**config.mk**
```make
export PLATFORM = sky130hd
export DESIGN_NAME = alu_ctrl_seq
export DESIGN_NICKNAME = d
export VERILOG_FILES = /design/src/rtl/alu_ctrl_seq.sv
export SDC_FILE = /design/constraint.sdc
export NUM_CORES = 1
export LEC_CHECK = 0
export CORE_MARGIN = 4
export CORE_UTILIZATION = 36
export CTS_BUF_LIST = sky130_fd_sc_hd__clkbuf_2 sky130_fd_sc_hd__clkbuf_4 sky130_fd_sc_hd__clkbuf_8
export CTS_CLUSTER_DIAMETER = 30
export CTS_CLUSTER_SIZE = 10
export DETAILED_ROUTE_END_ITERATION = 8
export MAX_ROUTING_LAYER = met4
export PLACE_DENSITY_LB_ADDON = 0.08
export SLEW_MARGIN = 5
export SYNTH_ARGS = -nofsm -noshare
export SYNTH_HDL_FRONTEND = slang
export SYNTH_SLANG_ARGS = --single-unit
export TNS_END_PERCENT = 5
```
**constraint.sdc**
```tcl
create_clock -name i_clk -period 1.92 [get_ports i_clk]
set_input_delay 0.288 -clock i_clk [delete_from_list [all_inputs] [get_ports i_clk]]
set_output_delay 0.288 -clock i_clk [all_outputs]
set_load 0.02 [all_outputs]
```
**src/rtl/alu_ctrl_seq.sv**
```systemverilog
// alu_ctrl_seq: registered MIPS ALU control decoder with multi-cycle HI/LO sequencing.
// Latency: single-cycle/illegal ops give o_valid one cycle after accept; MULT/MULTU
// hold BUSY for MUL_LAT cycles, DIV/DIVU for DIV_LAT cycles, o_valid in the last one.
// Backpressure: o_ready is high only in IDLE; i_flush aborts BUSY (no o_valid) and
// blocks accept in IDLE.
//
// Build option: define ALU_CTRL_DIV_EN to support DIV/DIVU. Without it they decode
// as illegal single-cycle ops and no divide-latency logic exists.
//
// Ports:
//   i_clk, i_rst_n        clock, synchronous active-low reset
//   i_valid / o_ready     instruction handshake (i_aluOp, i_func sampled on accept)
//   i_flush               abort current operation / block accept
//   o_valid               one-cycle result strobe, qualifies o_illegal
//   o_aluControl          decoded control word (held between operations)
//   o_multiCycle, o_busy  high while a HI/LO operation is sequencing
//   o_illegal             accepted opcode/func was unsupported
module alu_ctrl_seq #(
  parameter int CTRL_W  = 6,
  parameter int MUL_LAT = 4,
  parameter int DIV_LAT = 32
) (
  input  logic              i_clk,
  input  logic              i_rst_n,
  input  logic              i_valid,
  output logic              o_ready,
  input  logic [5:0]        i_aluOp,
  input  logic [5:0]        i_func,
  input  logic              i_flush,
  output logic              o_valid,
  output logic [CTRL_W-1:0] o_aluControl,
  output logic              o_multiCycle,
  output logic              o_busy,
  output logic              o_illegal
);

  // Parameter sanity, evaluated at elaboration only.
  if (CTRL_W < 6) begin : g_bad_ctrl_w
    $error("alu_ctrl_seq: CTRL_W must be >= 6");
  end
  if (MUL_LAT < 1) begin : g_bad_mul_lat
    $error("alu_ctrl_seq: MUL_LAT must be >= 1");
  end
  if (DIV_LAT < 1) begin : g_bad_div_lat
    $error("alu_ctrl_seq: DIV_LAT must be >= 1");
  end

`ifdef ALU_CTRL_DIV_EN
  localparam int MAX_LAT = (MUL_LAT > DIV_LAT) ? MUL_LAT : DIV_LAT;
`else
  localparam int MAX_LAT = MUL_LAT;
`endif
  localparam int CNT_W = (MAX_LAT > 1) ? $clog2(MAX_LAT) : 1;

  typedef enum logic {IDLE, BUSY} state_t;

  state_t           state;
  state_t           state_nxt;
  logic [CNT_W-1:0] cnt;
  logic [CNT_W-1:0] lat_load;
  logic [CTRL_W-1:0] ctrl_q;
  logic             illegal_q;
  logic             pulse_q;
  logic             accept;
  logic             cnt_zero;

  logic [5:0]       dec_ctrl;
  logic             dec_illegal;
  logic             dec_multi;
`ifdef ALU_CTRL_DIV_EN
  logic             dec_div;
`endif

  // ---------------------------------------------------------------------------
  // Instruction decode
  // ---------------------------------------------------------------------------
  always_comb begin
    dec_ctrl    = 6'b000000;
    dec_illegal = 1'b0;
    dec_multi   = 1'b0;
`ifdef ALU_CTRL_DIV_EN
    dec_div     = 1'b0;
`endif
    case (i_aluOp)
      6'h08, 6'h09, 6'h23, 6'h2B: dec_ctrl = 6'b100000; // ADDI/ADDIU/LW/SW
      6'h04, 6'h05:               dec_ctrl = 6'b100010; // BEQ/BNE
      6'h0A:                      dec_ctrl = 6'b101010; // SLTI
      6'h0B:                      dec_ctrl = 6'b101011; // SLTIU
      6'h0D:                      dec_ctrl = 6'b100101; // ORI
      6'h0E:                      dec_ctrl = 6'b100110; // XORI
      6'h0C:                      dec_ctrl = 6'b100100; // ANDI
      6'h0F:                      dec_ctrl = 6'b111100; // LUI
      6'h00: begin
        case (i_func)
          // ADD..NOR, SLT, SLTU, SLLV, SRLV, SRAV: func passes through
          6'b100000, 6'b100001, 6'b100010, 6'b100011,
          6'b100100, 6'b100101, 6'b100110, 6'b100111,
          6'b101010, 6'b101011,
          6'b000100, 6'b000110, 6'b000111: dec_ctrl = i_func;
          6'b011000, 6'b011001: begin        // MULT/MULTU
            dec_ctrl  = i_func;
            dec_multi = 1'b1;
          end
`ifdef ALU_CTRL_DIV_EN
          6'b011010, 6'b011011: begin        // DIV/DIVU
            dec_ctrl  = i_func;
            dec_multi = 1'b1;
            dec_div   = 1'b1;
          end
`endif
          default: dec_illegal = 1'b1;
        endcase
      end
      default: dec_illegal = 1'b1;
    endcase
  end

  // Counter is loaded with LAT-1 so that counter==0 marks the final BUSY cycle.
  always_comb begin
`ifdef ALU_CTRL_DIV_EN
    lat_load = dec_div ? CNT_W'(DIV_LAT - 1) : CNT_W'(MUL_LAT - 1);
`else
    lat_load = CNT_W'(MUL_LAT - 1);
`endif
  end

  assign accept   = i_valid && (state == IDLE) && !i_flush;
  assign cnt_zero = (cnt == '0);

  // ---------------------------------------------------------------------------
  // FSM: state register
  // ---------------------------------------------------------------------------
  always_ff @(posedge i_clk) begin
    if (!i_rst_n) begin
      state <= IDLE;
    end else begin
      state <= state_nxt;
    end
  end

  // FSM: next state. Flush wins over counter expiry.
  always_comb begin
    state_nxt = state;
    case (state)
      IDLE: if (accept && dec_multi) state_nxt = BUSY;
      BUSY: if (i_flush || cnt_zero) state_nxt = IDLE;
      default: state_nxt = IDLE;
    endcase
  end

  // FSM: outputs. The multi-cycle o_valid is combinational so it lands in the
  // last BUSY cycle and can be suppressed by a same-cycle flush.
  always_comb begin
    o_ready      = (state == IDLE);
    o_busy       = (state == BUSY);
    o_multiCycle = (state == BUSY);
    o_valid      = pulse_q || ((state == BUSY) && cnt_zero && !i_flush);
  end

  // ---------------------------------------------------------------------------
  // Datapath registers
  // ---------------------------------------------------------------------------
  always_ff @(posedge i_clk) begin
    if (!i_rst_n) begin
      cnt       <= '0;
      ctrl_q    <= '0;
      illegal_q <= 1'b0;
      pulse_q   <= 1'b0;
    end else begin
      pulse_q <= accept && !dec_multi;
      // Control word is only replaced on accept, so it is retained through
      // flushes and idle periods.
      if (accept) begin
        ctrl_q    <= CTRL_W'(dec_ctrl);
        illegal_q <= dec_illegal;
      end
      if (accept && dec_multi) begin
        cnt <= lat_load;
      end else if (state == BUSY) begin
        cnt <= (i_flush || cnt_zero) ? '0 : cnt - CNT_W'(1);
      end
    end
  end

  assign o_aluControl = ctrl_q;
  assign o_illegal    = illegal_q;

endmodule

```
==> results.ini <==
[status]
outcome=finished clean

[sta]
drv_slew=0
max_freq_ghz=0.5752
tightest_slew_ns=0.4371
rsz0062_at_grt=no
fin_ws_ns=0.1815
hold_viol_final=0
finalSetupViolCount=0
finalClockSkew_ns=0.0004362
maxSlewHeadroom_pct=70.11
fin_crit_sh_pct=90.55
post-route-min-period_ns=1.738

[synth]
synth_seq_cells=11
ys_seq_area_share_pct=28.90
netlist_top_cells_count=dfxtp_1 (11), nor2_1 (9), inv_1 (8)
synth_area_sq_um=762.0
synthFlopType=dfxtp_1
synth.top_cell.area_share_pct=28.90
synth.most_common_cell=dfxtp_1
avgSynthCellArea_sq_um=7.855
yosysUniqueCellTypes=42
async_flop_share_pct=0
synthesis.nets=114
synth_edf_count=0
syn_inst=97
synth_area_leader_cell=dfxtp_1
yosys_warnings=0
netlist_top_cells_area=dfxtp_1 (29%), nor3b_1 (4.9%), nor2_1 (4.4%)

[finish]
utilization_pct=58.52
drive_gt1_share_pct=19.12
area_growth_pct=52.22
num_antenna_cells=0
nets=154

[cts]
cts_tree=built
post_cts.repair.setup_buffers=0
clk_pin_slew_ns=0.07
clock-sinks=11
h-tree-depth=1
cts_buffer_depth=2
cts-root-buf=clkbuf_4
clk_latency_ns=0.26
cts_buffers=3

[placed_design]
place_congestion=0.8211
portBuffers=26
hpwl_um=1594
dp_slack_ns=-0.09886

[floorplan]
ios=27
design.die.area_sq_mm=0.002917
initial_core_util_pct=38.45
dieWidth_um=54.01
fp-row-count=16
fp.dieH_um=54.01
core_sq_mm=0.001982

[global_routing]
track_usage_pct=15.50
grt-ovfl-total=0
grt_antenna_before_repair=0
grt_pass1_wl_um=3215
grt_pass1_vias=786
grt_max_degree=13

[power]
power.share.combinational_pct=25.4
p_int_mw=0.4032
sw_frac_of_total_pct=25.73
p_clk_share_pct=31.1
seqPwrFrac_pct=43.5
power.density_mw_per_mm2=468.1
p_leak_nw=0.4388
power.total_mw=0.5429
peakVddDrop_v=0.0002055
p_switching_mw=0.1397

[critical_path]
endpoint_kind=flop
cp.arrival_ns=1.95
crit_path_max_incr_delay_ns=0.55
cpMaxStageDelayCell=or4_4
cp_max_fo=4
worstPathRequired_ns=2.13
cp-start-kind=input pin
criticalPathCategory=in -> reg
worstPathCellList=clkdlybuf4s50_1 -> or4_4 -> or2_4 -> nor4_2 -> o21a_1

[routing]
avgViaCountPerCell=5.276
postRouteAntennaNets=0
top_layer=met4
wl_met1_um=877
drcViolationCount=0
drt-total-wl_um=2008
vias=860
wl_met2_um=994
dr.pass1.iters=4
wl_met3_um=112
dr.first_iter.drc_count=19
wl_per_cell_um=12.32

[worst_hold_path]
hold_class=reg -> reg

[flow_run]
maxCapViolCount=0

flip-flops by register name, summed over array words and instances (netlist names):
register,flops
o_busy,1
pulse_q,1
o_aluControl,6
cnt,2
o_illegal,1
cells by family after synthesis:
logic type                 share of synthesized area (%)
and+or+nand+nor                                    32.84
xor gates and xnor gates                           1.150
buffers and inverters                              7.882
adders and majority gates                          1.642
DFF                                                28.90
AOI/OAI and AO/OA                                  27.59
power groups by stage:
stage | logic (mW) | clock network [mW] | registers, mW
global placement | 0.135 | 0 | 0.241
global route | 0.149 | 0.186 | 0.236
detailed placement | 0.137 | 0 | 0.241
CTS | 0.137 | 0.173 | 0.236
finish | 0.138 | 0.169 | 0.236
floorplan | 0.0540 | 0 | 0.246
metrics by stage:
stage | hold slack (ns) | std cells | instance area [sq um] | setup TNS, ns
floorplan | 0.4222 | 97 | 762.0 | 0
global placement | 0.4500 | 159 | 1131 | -0.1866
detailed placement | 0.4545 | 159 | 1131 | -0.4504
CTS | 0.4641 | 163 | 1160 | 0
global route | 0.5010 | 163 | 1160 | 0
finish | 0.4597 | 163 | 1160 | 0
area by class of cell:
cell class,count,area [sq um]
multi-input combinational,73,481.7
timing repair buffer,40,364.1
fill,195,822.0
clock buffer,4,30.03
sequential,11,220.2
inverter,8,30.03
tap,27,33.78
per-layer routing:
metal / up-vias / GRT usage (%)
li1: 434 / -
met5: - / -
met2: 28 / 27.02
met1: 396 / 18.02
met4: 0 / 4.979
met3: 2 / 2.493
worst max-delay path: cells and delay by family:
family	cells	cell delay, ns
buf+inv	1	0.42
compound gates	1	0.14
simple gates	3	1.11
placed cells by master (no fill, tap or decap), drive strengths merged, types with 2 or more instances in the layout:
cell type / Yosys / final
inv: 8 / 8
nor3: 4 / 4
nand2: 5 / 5
clkdlybuf4s50: 0 / 25
o21ai: 6 / 6
nor4: 2 / 2
a21oi: 5 / 5
a31o: 3 / 3
buf: 2 / 14
o21a: 4 / 4
clkbuf: 3 / 4
or2: 4 / 4
a31oi: 2 / 2
a21boi: 2 / 2
nand3: 3 / 3
nor3b: 6 / 6
nor2: 9 / 9
nor2b: 2 / 2
dfxtp: 11 / 11
path summary, 6_finish.rpt:
kind	from	slack [ns]	endpoint	cells past startpoint
min reg2reg	o_aluControl[1]$_SDFFE_PN0P_	0.46	o_aluControl[1]$_SDFFE_PN0P_	2
max	i_aluOp[0]	0.18	o_aluControl[2]$_SDFFE_PN0P_	5
min	o_aluControl[1]$_SDFFE_PN0P_	0.46	o_aluControl[1]$_SDFFE_PN0P_	2
max reg2reg	o_busy$_SDFF_PN0_	0.47	cnt[1]$_SDFFE_PN0P_	3
timing repair:
item	CTS	global route
gates resized for setup	1	0
hold buffers	0	0
setup endpoints to repair	1	0
No activity file was read; power rests on OpenSTA's default activity.
